### src/rtl/mem_arb_pkg.sv
`default_nettype none
// ============================================================================
//  Module      : mem_arb_pkg
//  Description : Shared types and default widths for the data memory arbiter.
//                owner_e tags which requester owns the registered memory
//                command so that read data is routed back correctly.
//  Revision    : 1.0 - initial release
// ============================================================================
package mem_arb_pkg;

    localparam int MEM_ARB_AW = 8;   // matches Data_address width
    localparam int MEM_ARB_DW = 8;

    typedef enum logic [1:0] {
        OWN_NONE = 2'd0,
        OWN_CORE = 2'd1,
        OWN_DMA  = 2'd2
    } owner_e;

endpackage : mem_arb_pkg
`default_nettype wire

### src/rtl/data_mem_arbiter_if.sv
`default_nettype none
// ============================================================================
//  Module      : data_mem_arbiter_if
//  Description : Bundles the core request port, the DMA request port and the
//                data_mem command/return signals.
//                slave  : arbiter view (takes requests, drives grants/command)
//                master : environment view (requesters plus data_mem)
//  Ports       : core_*  - core load/store handshake and read return
//                dma_*   - DMA/loader handshake, lock and read return
//                mem_*   - registered memory command and combinational rdata
//  Revision    : 1.0 - initial release
// ============================================================================
interface data_mem_arbiter_if
    import mem_arb_pkg::*;
#(
    parameter int AW = MEM_ARB_AW,
    parameter int DW = MEM_ARB_DW
) ();

    // Core port
    logic          core_req;
    logic          core_we;
    logic [AW-1:0] core_addr;
    logic [DW-1:0] core_wdata;
    logic          core_gnt;
    logic          core_stall;
    logic          core_rvalid;
    logic [DW-1:0] core_rdata;

    // DMA port
    logic          dma_req;
    logic          dma_we;
    logic [AW-1:0] dma_addr;
    logic [DW-1:0] dma_wdata;
    logic          dma_lock;
    logic          dma_gnt;
    logic          dma_rvalid;
    logic [DW-1:0] dma_rdata;

    // data_mem side
    logic [AW-1:0] mem_addr;
    logic          mem_rd_en;
    logic          mem_wr_en;
    logic [DW-1:0] mem_wdata;
    logic [DW-1:0] mem_rdata;

    modport slave (
        input  core_req, core_we, core_addr, core_wdata,
        output core_gnt, core_stall, core_rvalid, core_rdata,
        input  dma_req, dma_we, dma_addr, dma_wdata, dma_lock,
        output dma_gnt, dma_rvalid, dma_rdata,
        output mem_addr, mem_rd_en, mem_wr_en, mem_wdata,
        input  mem_rdata
    );

    modport master (
        output core_req, core_we, core_addr, core_wdata,
        input  core_gnt, core_stall, core_rvalid, core_rdata,
        output dma_req, dma_we, dma_addr, dma_wdata, dma_lock,
        input  dma_gnt, dma_rvalid, dma_rdata,
        input  mem_addr, mem_rd_en, mem_wr_en, mem_wdata,
        output mem_rdata
    );

endinterface : data_mem_arbiter_if
`default_nettype wire

### src/rtl/arb_starve_ctr.sv
`default_nettype none
// ============================================================================
//  Module      : arb_starve_ctr
//  Description : Saturating loss counter. Counts up on inc until it reaches
//                MAX and stays there; clr returns it to zero and wins over inc.
//  Ports       : CLK, reset_n (async, active-low)
//                inc    - count one more loss
//                clr    - clear the count
//                at_max - count equals MAX
//  Revision    : 1.0 - initial release
// ============================================================================
module arb_starve_ctr
    import mem_arb_pkg::*;
#(
    parameter int MAX = 4
) (
    input  logic CLK,
    input  logic reset_n,
    input  logic inc,
    input  logic clr,
    output logic at_max
);

    localparam int            W     = $clog2(MAX + 1);
    localparam logic [W-1:0]  C_MAX = W'(MAX);

    logic [W-1:0] cnt_q;
    logic [W-1:0] cnt_d;

    always_comb begin
        cnt_d = cnt_q;
        if (clr) begin
            cnt_d = '0;
        end else if (inc && (cnt_q != C_MAX)) begin
            cnt_d = cnt_q + W'(1);
        end
    end

    always_ff @(posedge CLK or negedge reset_n) begin
        if (!reset_n) begin
            cnt_q <= '0;
        end else begin
            cnt_q <= cnt_d;
        end
    end

    assign at_max = (cnt_q == C_MAX);

endmodule : arb_starve_ctr
`default_nettype wire

### src/rtl/data_mem_arbiter.sv
`default_nettype none
// ============================================================================
//  Module      : data_mem_arbiter
//  Description : Two-requester arbiter for the single-port data_mem. The core
//                has fixed priority; a starvation counter forces a DMA win
//                after MAX_WAIT consecutive contested losses, and DMA may lock
//                the memory across consecutive grants. The winner is
//                registered into a one-cycle command stage and read data is
//                returned to the owner of that stage.
//  Ports       : CLK     - clock, rising edge
//                reset_n - asynchronous active-low reset
//                bus     - data_mem_arbiter_if.slave (core, DMA, data_mem)
//  Revision    : 1.0 - initial release
// ============================================================================
module data_mem_arbiter
    import mem_arb_pkg::*;
#(
    parameter int AW       = MEM_ARB_AW,
    parameter int DW       = MEM_ARB_DW,
    parameter int MAX_WAIT = 4
) (
    input  logic              CLK,
    input  logic              reset_n,
    data_mem_arbiter_if.slave bus
);

    // ------------------------------------------------------------------
    // State
    // ------------------------------------------------------------------
    logic          lock_st_q,   lock_st_d;
    owner_e        owner_q,     owner_d;
    logic [AW-1:0] mem_addr_q,  mem_addr_d;
    logic [DW-1:0] mem_wdata_q, mem_wdata_d;
    logic          mem_rd_en_q, mem_rd_en_d;
    logic          mem_wr_en_q, mem_wr_en_d;

    // ------------------------------------------------------------------
    // Grant decision
    // ------------------------------------------------------------------
    logic dma_at_max;
    logic dma_wins;
    logic core_gnt;
    logic dma_gnt;
    logic wait_inc;
    logic wait_clr;

    always_comb begin
        // DMA wins when uncontested, or when contested but either locked
        // or starved; otherwise any core request takes the slot.
        dma_wins = bus.dma_req & (~bus.core_req | lock_st_q | dma_at_max);
        // Grants are held low for as long as reset is asserted.
        dma_gnt  = reset_n & dma_wins;
        core_gnt = reset_n & bus.core_req & ~dma_wins;
        wait_inc = bus.dma_req & ~dma_gnt;
        wait_clr = dma_gnt | ~bus.dma_req;
    end

    arb_starve_ctr #(
        .MAX     (MAX_WAIT)
    ) u_starve_ctr (
        .CLK     (CLK),
        .reset_n (reset_n),
        .inc     (wait_inc),
        .clr     (wait_clr),
        .at_max  (dma_at_max)
    );

    // ------------------------------------------------------------------
    // Lock tracking: set after a locked DMA grant, dropped as soon as DMA
    // releases the lock or stops requesting.
    // ------------------------------------------------------------------
    always_comb begin
        lock_st_d = lock_st_q;
        if (!bus.dma_lock || !bus.dma_req) begin
            lock_st_d = 1'b0;
        end else if (dma_gnt) begin
            lock_st_d = 1'b1;
        end
    end

    // ------------------------------------------------------------------
    // Command stage next state. Address and write data hold when idle so
    // the memory address bus does not toggle needlessly.
    // ------------------------------------------------------------------
    always_comb begin
        owner_d     = OWN_NONE;
        mem_addr_d  = mem_addr_q;
        mem_wdata_d = mem_wdata_q;
        mem_rd_en_d = 1'b0;
        mem_wr_en_d = 1'b0;
        if (dma_gnt) begin
            owner_d     = OWN_DMA;
            mem_addr_d  = bus.dma_addr;
            mem_wdata_d = bus.dma_wdata;
            mem_rd_en_d = ~bus.dma_we;
            mem_wr_en_d = bus.dma_we;
        end else if (core_gnt) begin
            owner_d     = OWN_CORE;
            mem_addr_d  = bus.core_addr;
            mem_wdata_d = bus.core_wdata;
            mem_rd_en_d = ~bus.core_we;
            mem_wr_en_d = bus.core_we;
        end
    end

    always_ff @(posedge CLK or negedge reset_n) begin
        if (!reset_n) begin
            lock_st_q   <= 1'b0;
            owner_q     <= OWN_NONE;
            mem_addr_q  <= '0;
            mem_wdata_q <= '0;
            mem_rd_en_q <= 1'b0;
            mem_wr_en_q <= 1'b0;
        end else begin
            lock_st_q   <= lock_st_d;
            owner_q     <= owner_d;
            mem_addr_q  <= mem_addr_d;
            mem_wdata_q <= mem_wdata_d;
            mem_rd_en_q <= mem_rd_en_d;
            mem_wr_en_q <= mem_wr_en_d;
        end
    end

    // ------------------------------------------------------------------
    // Outputs
    // ------------------------------------------------------------------
    assign bus.core_gnt    = core_gnt;
    assign bus.dma_gnt     = dma_gnt;
    assign bus.core_stall  = bus.core_req & ~core_gnt;

    assign bus.mem_addr    = mem_addr_q;
    assign bus.mem_wdata   = mem_wdata_q;
    assign bus.mem_rd_en   = mem_rd_en_q;
    assign bus.mem_wr_en   = mem_wr_en_q;

    // data_mem read is combinational, so the data for the command issued
    // this cycle is already on mem_rdata; only the valid is steered.
    assign bus.core_rvalid = (owner_q == OWN_CORE) & mem_rd_en_q;
    assign bus.dma_rvalid  = (owner_q == OWN_DMA)  & mem_rd_en_q;
    assign bus.core_rdata  = bus.mem_rdata;
    assign bus.dma_rdata   = bus.mem_rdata;

endmodule : data_mem_arbiter
`default_nettype wire

### src/flat_wrapper.sv
// flat-port wrapper written by rule: the top's interface ports become plain ports
module data_mem_arbiter_flat import mem_arb_pkg::*;
#(
    parameter int AW       = MEM_ARB_AW,
    parameter int DW       = MEM_ARB_DW,
    parameter int MAX_WAIT = 4
)
  (CLK, reset_n, bus_core_req, bus_core_we, bus_core_addr, bus_core_wdata, bus_core_gnt, bus_core_stall, bus_core_rvalid, bus_core_rdata, bus_dma_req, bus_dma_we, bus_dma_addr, bus_dma_wdata, bus_dma_lock, bus_dma_gnt, bus_dma_rvalid, bus_dma_rdata, bus_mem_addr, bus_mem_rd_en, bus_mem_wr_en, bus_mem_wdata, bus_mem_rdata);
  data_mem_arbiter_if #(.AW(AW), .DW(DW)) bus_i ();
  input  logic CLK;
  input  logic reset_n;
  input wire logic [$bits(bus_i.core_req)-1:0] bus_core_req;
  input wire logic [$bits(bus_i.core_we)-1:0] bus_core_we;
  input wire logic [$bits(bus_i.core_addr)-1:0] bus_core_addr;
  input wire logic [$bits(bus_i.core_wdata)-1:0] bus_core_wdata;
  output wire logic [$bits(bus_i.core_gnt)-1:0] bus_core_gnt;
  output wire logic [$bits(bus_i.core_stall)-1:0] bus_core_stall;
  output wire logic [$bits(bus_i.core_rvalid)-1:0] bus_core_rvalid;
  output wire logic [$bits(bus_i.core_rdata)-1:0] bus_core_rdata;
  input wire logic [$bits(bus_i.dma_req)-1:0] bus_dma_req;
  input wire logic [$bits(bus_i.dma_we)-1:0] bus_dma_we;
  input wire logic [$bits(bus_i.dma_addr)-1:0] bus_dma_addr;
  input wire logic [$bits(bus_i.dma_wdata)-1:0] bus_dma_wdata;
  input wire logic [$bits(bus_i.dma_lock)-1:0] bus_dma_lock;
  output wire logic [$bits(bus_i.dma_gnt)-1:0] bus_dma_gnt;
  output wire logic [$bits(bus_i.dma_rvalid)-1:0] bus_dma_rvalid;
  output wire logic [$bits(bus_i.dma_rdata)-1:0] bus_dma_rdata;
  output wire logic [$bits(bus_i.mem_addr)-1:0] bus_mem_addr;
  output wire logic [$bits(bus_i.mem_rd_en)-1:0] bus_mem_rd_en;
  output wire logic [$bits(bus_i.mem_wr_en)-1:0] bus_mem_wr_en;
  output wire logic [$bits(bus_i.mem_wdata)-1:0] bus_mem_wdata;
  input wire logic [$bits(bus_i.mem_rdata)-1:0] bus_mem_rdata;
  assign bus_i.core_req = bus_core_req;
  assign bus_i.core_we = bus_core_we;
  assign bus_i.core_addr = bus_core_addr;
  assign bus_i.core_wdata = bus_core_wdata;
  assign bus_core_gnt = bus_i.core_gnt;
  assign bus_core_stall = bus_i.core_stall;
  assign bus_core_rvalid = bus_i.core_rvalid;
  assign bus_core_rdata = bus_i.core_rdata;
  assign bus_i.dma_req = bus_dma_req;
  assign bus_i.dma_we = bus_dma_we;
  assign bus_i.dma_addr = bus_dma_addr;
  assign bus_i.dma_wdata = bus_dma_wdata;
  assign bus_i.dma_lock = bus_dma_lock;
  assign bus_dma_gnt = bus_i.dma_gnt;
  assign bus_dma_rvalid = bus_i.dma_rvalid;
  assign bus_dma_rdata = bus_i.dma_rdata;
  assign bus_mem_addr = bus_i.mem_addr;
  assign bus_mem_rd_en = bus_i.mem_rd_en;
  assign bus_mem_wr_en = bus_i.mem_wr_en;
  assign bus_mem_wdata = bus_i.mem_wdata;
  assign bus_i.mem_rdata = bus_mem_rdata;
  data_mem_arbiter #(.AW(AW), .DW(DW), .MAX_WAIT(MAX_WAIT)) u_core (.CLK(CLK), .reset_n(reset_n), .bus(bus_i));
endmodule
### config.mk
export PLATFORM = sky130hd
export DESIGN_NAME = data_mem_arbiter_flat
export DESIGN_NICKNAME = d
export VERILOG_FILES = /design/src/rtl/mem_arb_pkg.sv /design/src/rtl/data_mem_arbiter_if.sv /design/src/rtl/arb_starve_ctr.sv /design/src/rtl/data_mem_arbiter.sv /design/src/flat_wrapper.sv
export SDC_FILE = /design/constraint.sdc
export NUM_CORES = 1
export LEC_CHECK = 0
export CORE_UTILIZATION = 35
export DETAILED_ROUTE_END_ITERATION = 8
export GPL_TIMING_DRIVEN = 0
export PLACE_DENSITY = 0.78
export SETUP_SLACK_MARGIN = 0.1
export SLEW_MARGIN = 20
export SYNTH_ARGS = -nofsm -noshare
export SYNTH_HDL_FRONTEND = slang
export SYNTH_SLANG_ARGS = --single-unit
export TNS_END_PERCENT = 30
### constraint.sdc
create_clock -name CLK -period 2.2 [get_ports CLK]
set_clock_uncertainty 0.2 [all_clocks]
set_input_delay 0.55 -clock CLK [delete_from_list [all_inputs] [get_ports CLK]]
set_output_delay 0.55 -clock CLK [all_outputs]
set_load 0.1 [all_outputs]
### Yosys cells after proc, flatten, opt, wreduce, memory -nomap -nowiden

Index checks and enable logic that the tools add are counted.

* ROM bits: 0
* register bits after elaboration: 24
* output and inout port bits: 39
* memories: 0
* latch bits: 0
* RAM bits: 0

* add/subtract/negate cells: 1
* divide/modulo/power cells: 0
* reduce and logical (&&, ||, !) cells: 7
* multipliers: 0
* muxes and demuxes: 14
* $lt $le $gt $ge: 0
* bitwise logic cells: 18
* eq/ne operators: 4
* shifts and indexed selects: 0

Operators with widths (count)
* $mux W8: 4
* $and A1 B1 Y1: 8
* $mux W1: 7
* $not A1 Y1: 7
* $mux W3: 2
* $reduce_bool A2 Y1: 3
* $add A3 B1 Y3 const B: 1
* $eq A3 B3 Y1 const B: 1
* $ne A3 B3 Y1 const B: 1
* $or A1 B1 Y1: 3
* $eq A2 B1 Y1 const B: 1
* $eq A2 B2 Y1 const B: 1
* $logic_not A1 Y1: 2
* $mux W2: 1
* $logic_and A1 B1 Y1: 1
* $logic_or A1 B1 Y1: 1

### Depth between registers and ports, before layout

Gate-level depths: netlist (run 1).

* depth in word-level cells: 10
* gate-level depth with buffers: 7

### Modules after synthesis

Synthesis (run 1) repeated with hierarchy kept, for this count alone.

* cell total of the unflattened synthesis: 148
* area, all modules: 1463.9 µm²

By module, submodules not included
* data_mem_arbiter: instances 1, area each 1266.2 µm², cells an instance 130
* arb_starve_ctr: instances 1, area each 197.7 µm², cells an instance 18

### Worst setup path before layout (run 1)

No wires, ideal clock.

* kind: input -> output
* from: input port bus_core_req
* to: output port bus_core_stall
* setup slack: -0.945 ns
* buffers on the path: 2
* arrival: 2.395 ns
* stages: 3
* required time: 1.450 ns
* cell sequence: clkbuf_1 -> buf_2 -> nor2b_1

* longest elaborated chain between the ends: 8
* elaborated cells on any way between the ends: 9
* classes of those cells: 9 x bitwise

Ends and longest elaborated chain
* from (decl): line flat_wrapper.sv:12 `input wire logic [$bits(bus_i.core_req)-1:0] bus_core_req;`
* $not A1 Y1: line data_mem_arbiter.sv:50 `dma_wins = bus.dma_req & (~bus.core_req | lock_st_q | dma_at_max);`
* $or A1 B1 Y1 (2 in series): line data_mem_arbiter.sv:50
* $and A1 B1 Y1: line data_mem_arbiter.sv:50
* $not A1 Y1: line data_mem_arbiter.sv:53 `core_gnt = reset_n & bus.core_req & ~dma_wins;`
* $and A1 B1 Y1: line data_mem_arbiter.sv:53
* $not A1 Y1: line data_mem_arbiter.sv:129 `assign bus.core_stall = bus.core_req & ~core_gnt;`
* $and A1 B1 Y1 *: line data_mem_arbiter.sv:129
* to (decl): line flat_wrapper.sv:17 `output wire logic [$bits(bus_i.core_stall)-1:0] bus_core_stall;`

Every way passes the cells marked *; elsewhere a longest branch is shown, timed or not.

### Worst setup path in the final report (run 1)

* from: register u_core.u_starve_ctr.cnt_q[1]
* to: output port bus_core_stall

* longest elaborated chain between the ends: 7

Ends and longest elaborated chain
* from (decl): line arb_starve_ctr.sv:27 `logic [W-1:0] cnt_q;`
* from (signal assigned): line arb_starve_ctr.sv:43 `cnt_q <= cnt_d;`
* $eq A3 B3 Y1: line arb_starve_ctr.sv:47 `assign at_max = (cnt_q == C_MAX);`
* $or A1 B1 Y1: line data_mem_arbiter.sv:50
* $and A1 B1 Y1: line data_mem_arbiter.sv:50
* $not A1 Y1: line data_mem_arbiter.sv:53
* $and A1 B1 Y1: line data_mem_arbiter.sv:53
* $not A1 Y1: line data_mem_arbiter.sv:129
* $and A1 B1 Y1: line data_mem_arbiter.sv:129

Every way passes these cells.

==> results of run 1 <==
## cell families (layout without fill, tap and decap cells)
logic type / Yosys count / in the layout / synth area share (%)
AOI/OAI and AO/OA: 41 / 41 / 26.9
muxes: 1 / 1 / 0.709
DFF: 24 / 24 / 42.5
buffers and inverters: 48 / 142 / 18.4
and+or+nand+nor: 26 / 26 / 9.04
xor gates and xnor gates: 1 / 1 / 0.620
adders and majority gates: 2 / 2 / 1.77
## state kept, by name, summed over array words and instances, names as in the netlist
| register | cells |
|---|---|
| u_core.bus.mem_rd_en | 1 |
| u_core.u_starve_ctr.cnt_q | 3 |
| u_core.bus.mem_wdata | 8 |
| u_core.bus.mem_wr_en | 1 |
| u_core.bus.mem_addr | 8 |
| u_core.lock_st_q | 1 |
| u_core.owner_q | 2 |
## layer usage
layer	GRT usage (%)	vias to the layer above	wire (um)
li1	-	678	-
met1	23.9	678	1560
met2	35.6	53	2100
met3	3.99	5	266
met4	7.61	0	46
met5	0	-	0
## worst min-delay path, stage by stage (launching register included)
cell	delay, ps
dfrtp_1	350
nand2_1	60
o211ai_2	60
## final timing paths
check / from / endpoint / slack [ps] / cells past startpoint
max in group asynchronous: reset_n / u_core.bus.mem_rd_en / 1040 / 3
worst min-delay path: u_core.bus.mem_wdata[7] / u_core.bus.mem_wdata[7] / 300 / 2
worst max register to register: u_core.u_starve_ctr.cnt_q[1] / u_core.bus.mem_addr[5] / 390 / 8
min in group asynchronous: reset_n / u_core.owner_q[1] / 600 / 3
worst max-delay path: u_core.u_starve_ctr.cnt_q[1] / bus_core_stall / -170 / 7
worst min register to register: u_core.bus.mem_wdata[7] / u_core.bus.mem_wdata[7] / 300 / 2
## synthesized netlist by cell type (2+ instances only)
master,n
buf_2,4
buf_4,16
buf_6,2
clkbuf_1,4
dfrtp_1,24
ha_1,2
inv_1,21
nand2_1,19
nor3_2,3
o2111ai_1,16
o211ai_1,8
o211ai_2,9
## report_power, final
group	leakage (uW)	internal [uW]	switching, uW	total, uW
clock network	0.0000228	130	152	282
logic	0.000845	267	633	900
registers	0.000303	493	30.5	524
total	0.00117	891	815	1710
## layout make-up
cell class / instances / area (sq um) / area share [%]
clock buffer: 4 / 45.0 / 1.82
tap: 48 / 60.1 / 2.42
timing repair buffer: 90 / 885 / 35.7
buffer: 26 / 206 / 8.32
multi-input combinational: 71 / 588 / 23.7
sequential: 24 / 602 / 24.3
inverter: 22 / 93.8 / 3.78
## timing repair
item | 4_1_cts | 5_1_grt
hold endpoints to repair | 24 | 0
gates resized for setup | 148 | 1
setup endpoints to repair | 48 | 4
setup buffers | 10 | 1
pin swaps | 3 | 0
hold buffers | 2 | 0
## stage by stage
| step | setup slack, ps | cell area [sq um] | TNS, ps | util, % | total power, uW |
|---|---|---|---|---|---|
| 4_1_cts | -149 | 2480 | -319 | 65.7 | 1700 |
| 3_3_place_gp | -2290 | 2260 | -32790 | 60.1 | 1390 |
| 6_report | -168 | 2480 | -403 | 65.8 | 1710 |
| 5_1_grt | -226 | 2480 | -631 | 65.8 | 1780 |
| 3_5_place_dp | -1580 | 2260 | -12260 | 59.9 | 1400 |
| 2_1_floorplan | -168 | 1430 | -299 | - | 1160 |
## placed cells by master (no fill, tap or decap), types with 3 or more instances in the layout
master / n
clkbuf_1: 3
o2111ai_1: 16
o211ai_2: 9
clkdlybuf4s15_2: 18
inv_1: 17
nand2_1: 19
clkbuf_8: 5
buf_4: 43
o211ai_1: 8
clkdlybuf4s50_1: 35
dfrtp_1: 23
buf_12: 4
buf_6: 5
inv_2: 3
nor3_2: 3
buf_2: 5
==> results.md, run 1 <==
- WL per Instance: 13.9 um
- Fin cells: ~290
- Worst Setup Path Type: reg2out
- Starting DRT DRC Count: 24
- Placed Cells: approximately 270
- Global route overflow: 0
- Post-DRT Antenna Nets: 0
- Post-Syn Instances: 143
- GRT Total Usage: approximately a fifth
- Crit path arrival time: 1620 ps
- VDD IR max: 335 uV
- Drt first pass iters: 4
- Die height: between 60 and 70 um
- IO Pins: 86
- Worst setup margin: -168 ps
- # DRC: 0
- Synthesized flop and latch total: 24
- Startpoint types: flip-flop
- Pwr Density: 688 mW/mm^2
- Slew Limit Headroom: about 63%
- Final min period: 2370 ps
- Buf/Inv on CP: 3
- DR vias/cell: 4.96
- Clk Latency, worst-skew pair: 280 ps
- Yosys top cell by area: dfrtp_1
- CP endpoint kind: output port
- Failing checks: negative setup slack
- Vias in the first global route: 1453
- DIE AREA: 0.00429 sq mm
- Sequential cell area fraction in the yosys report: between 40% and 50%
- Unrepaired setup endpoints after global routing: yes
- Post-synth EDFFs: 0
- Max H-tree Level: 1
- Crit-path leading delay family: flip-flops
- Starting density of the core: 37.5%
- Average size of a mapped cell: 9.88 sq um
- CP max stage cell: dfrtp_1
- Crit-path cells: inv_2, ha_4, a21oi_4, buf_6, o21a_4, nor2b_4, buf_12
- Core Box Area: 0.00377 sq mm
- Synth Cell Area: 0.00141 sq mm
- Post-synth cell types: 27
- Largest net degree at the start of global routing: 25
- CP max stage delay: ~400 ps
- Slew Limit Fails: 0
- CP Max Fanout: 4
- Synth top area share: 42.5%
- Final hold violation count: 0
- Clock Path Buffers: 2
- Dpl hpwl: 2680 um
- Clock sink count: 24
- Die extent in x: 65.5 um
- Vias post-DR: 1414
- Worst-path clk slew: about 90 ps
- Cell chosen for the clock root: clkbuf_8
- Post-Route WL: 3960 um
- Static leakage: about 0.0012 uW
- Fmax: 422 MHz
- Hold Crit Class: reg2reg
- CTS tree: yes
- Nets@finish: 287
- Fill count: 340
- Placer's final routability congestion estimate: roughly 0.74
- Layout cells sized above 1: 43.9%
- Yosys Warn Count: 0
- Worst-Margin Slew: approximately 560 ps
- Primary FF master, synth: dfrtp_1
- Area grow syn2layout: 75.6%
- Max-cap violation count: 0
- ANT cells: 0
- Status: complete, but fails checks
- Hold_ws: 299 ps
- IO buf count: 77
- Net Count, Synth: around 190
- Share of async-settable or async-resettable flops after synthesis: 100%
- Antenna violations before repair: 0
- Global-route wire length before repair: 6610 um
- Total CTS buffers: 3
- Row count: 22
- Ranking of synthesized cells by area: dfrtp_1, o2111ai_1, buf_4
- Critical Path RT: around 1500 ps
- Endpoints failing setup: 3
- Tcrit/Tclk final: 108%
(Power assumes the default switching activity.)
==> inputs of run 2 (changes only) <==
- CTS_CLUSTER_SIZE: default -> 16
==> results of run 2 <==
Same layout as run 1: the final DEF is identical, and so are final timing and power.
==> inputs of run 3 (changes only) <==
- PLACE_DENSITY: 0.78 -> 0.86
- clock period: 2.2 -> 2.96 ns (I/O delays scaled with it)
==> run 3 against run 2 <==
Against the previous run:
- sequential share of layout area rose by 0.71 points
- the run now ends clean
- largest cell class unchanged
- critical path type is now in2out
- global-route usage fell by 1.9 points
- critical path depth fell by 5
- critical endpoint is now bus_dma_rdata[6]
==> results.md, run 3 (synthesized netlist as in run 1, its figures left out) <==
- Status: complete, no violations
- VDD IR max: 271 uV
- Max-cap violation count: 0
- Global-route wire length before repair: 5970 um
- GR Layer Usage met2: 32.2%
- Critical Path RT: 2020 ps
- Final hold violation count: 0
- Sequential power share: 29.4%
- Worst Setup Slack post-DPL: -1190 ps
- Fin cells: 276
- Clock Path Buffers: 2
- # DRC: 0
- Startpoint types: input port
- Setup TNS: 0 ps
- Nets@finish: 278
- Die extent in x: 65.5 um
- Largest net degree at the start of global routing: 27
- Crit-path leading delay family: buffers and inverters
- Met1 usage: between 20% and 30%
- Clock Power Share: a little over a fifth
- Overall Power: 1330 uW
- Int Pwr: 738 uW
- Placed inst area: between 0.002 and 0.0025 sq mm
- Fmax: 347 MHz
- Drt first pass iters: 4
- CP endpoint kind: output port
- Hold Crit Class: in2async
- Dpl hpwl: between 2000 and 3000 um
- Slew Limit Headroom: 33.2%
- Worst Setup Path Type: in2out
- CP max stage delay: between 1000 and 1500 ps
- CTS tree: yes
- Static leakage: 0.00115 uW
- Layout cells sized above 1: a little under a quarter
- Tcrit/Tclk final: between 90 and 100%
- IO buf count: 77
- Global route overflow: 0
- Unrepaired setup endpoints after global routing: yes
- Core Box Area: 0.00377 sq mm
- Slew Limit Fails: 0
- Total CTS buffers: 3
- Crit path arrival time: around 1900 ps
- Area grow syn2layout: 70.2%
- Post-Route WL: 3630 um
- Endpoints failing setup: 0
- Worst-Margin Slew: around 1000 ps
- Met3 GRT Util: 3.30%
- Layer with the highest usage: met2
- CP Max Fanout: 2
- Commonest cells after routing, fill and taps aside: clkdlybuf4s50_1, dfrtp_1, inv_1, buf_4, nand2_1
- Comb power frac: 49.0%
- Final min period: 2880 ps
- Buf/Inv on CP: 2
- Clk Latency, worst-skew pair: 260 ps
- Placer's final routability congestion estimate: 0.735
- Switching power: 590 uW
- ANT cells: 0
- Worst-path clk slew: roughly 90 ps
- Die height: 65.5 um
- CP max stage cell: clkdlybuf4s50_1
- GRT Total Usage: approximately 18%
- Vias in the first global route: between 1000 and 1500
- Cell chosen for the clock root: clkbuf_8
- Crit-path cells: buf_4, clkdlybuf4s50_1
- Most common cell after layout, fill and taps aside: clkdlybuf4s50_1
- Row count: 22
- Final instance area: approximately 0.0024 sq mm
- Antenna violations before repair: 0
- WL per Instance: 13.2 um
- Max H-tree Level: 1
- Clock sink count: 24
- Pwr Density: 552 mW/mm^2
- Vias post-DR: 1327
- Worst setup margin: 80.9 ps
- DR vias/cell: 4.81
- Post-DRT Antenna Nets: 0
- DIE AREA: 0.00429 sq mm
- Placed Cells: about 270
- CTS Hold Bufs: 0
- IO Pins: 86
- Switching Share: between 40 and 50%
- Starting density of the core: 37.5%
- Starting DRT DRC Count: 20
## run 3: changes by cell type in the layout (fill, tap and decap cells not counted), moves of 2 or more
cell	before	now
dlymetal6s2s_1	0	3
clkdlybuf4s50_1	35	66
clkbuf_8	5	3
inv_2	3	0
dlygate4sd2_1	1	4
buf_2	5	3
clkdlybuf4s15_2	18	0
buf_4	43	21
inv_1	17	21
## run 3: final timing paths
check                                                   from                      endpoint  slack [ps]  cells after the start
worst max-delay path                        bus_mem_rdata[6]              bus_dma_rdata[6]          80                      2
worst min-delay path                                 reset_n        u_core.bus.mem_addr[6]         160                      1
worst max register to register  u_core.u_starve_ctr.cnt_q[0]          u_core.bus.mem_rd_en         870                      9
worst min register to register        u_core.bus.mem_addr[4]        u_core.bus.mem_addr[4]         310                      2
max in group asynchronous                            reset_n  u_core.u_starve_ctr.cnt_q[2]        2160                      1
min in group CLK                      u_core.bus.mem_addr[4]        u_core.bus.mem_addr[4]         310                      2
## run 3: per-stage QoR
step / hold WS (ps) / util [%]
after global routing: 163 / 63.8
final: 158 / 63.8
after CTS: 165 / 63.2
after global placement: 283 / 59.6
after floorplan: 244 / -
after detailed placement: 284 / 59.5
## run 3: what timing repair did
item | in CTS | in global routing
pin swaps | 1 | 0
buffers inserted | 4 | 0
endpoints found under the setup margin | 20 | 18
gates resized for setup | 38 | 7
## run 3: cell type report
cell class | count | area [sq um]
fillers | 320 | 1370
repair buffers | 81 | 831
flip-flops and latches | 24 | 601
multi-input cells | 71 | 562
plain buffers | 26 | 195
inverters | 22 | 85.1
well taps | 48 | 60.1
clock buffers | 3 | 41.3
clock inverters | 1 | 30.0
## run 3: power groups by stage
stage          logic (uW)  clock network [uW]  registers, uW
2_1_floorplan         220                   0            638
3_3_place_gp          633                   0            395
3_5_place_dp          638                   0            395
4_1_cts               650                 294            390
5_1_grt               676                 307            396
6_report              651                 288            390
## run 3: per-layer routing
metal	wire (um)	part of all wire, %
met1	1510	41
met2	1850	51
met3	257	7.1
met4	15	0.41
met5	0	0
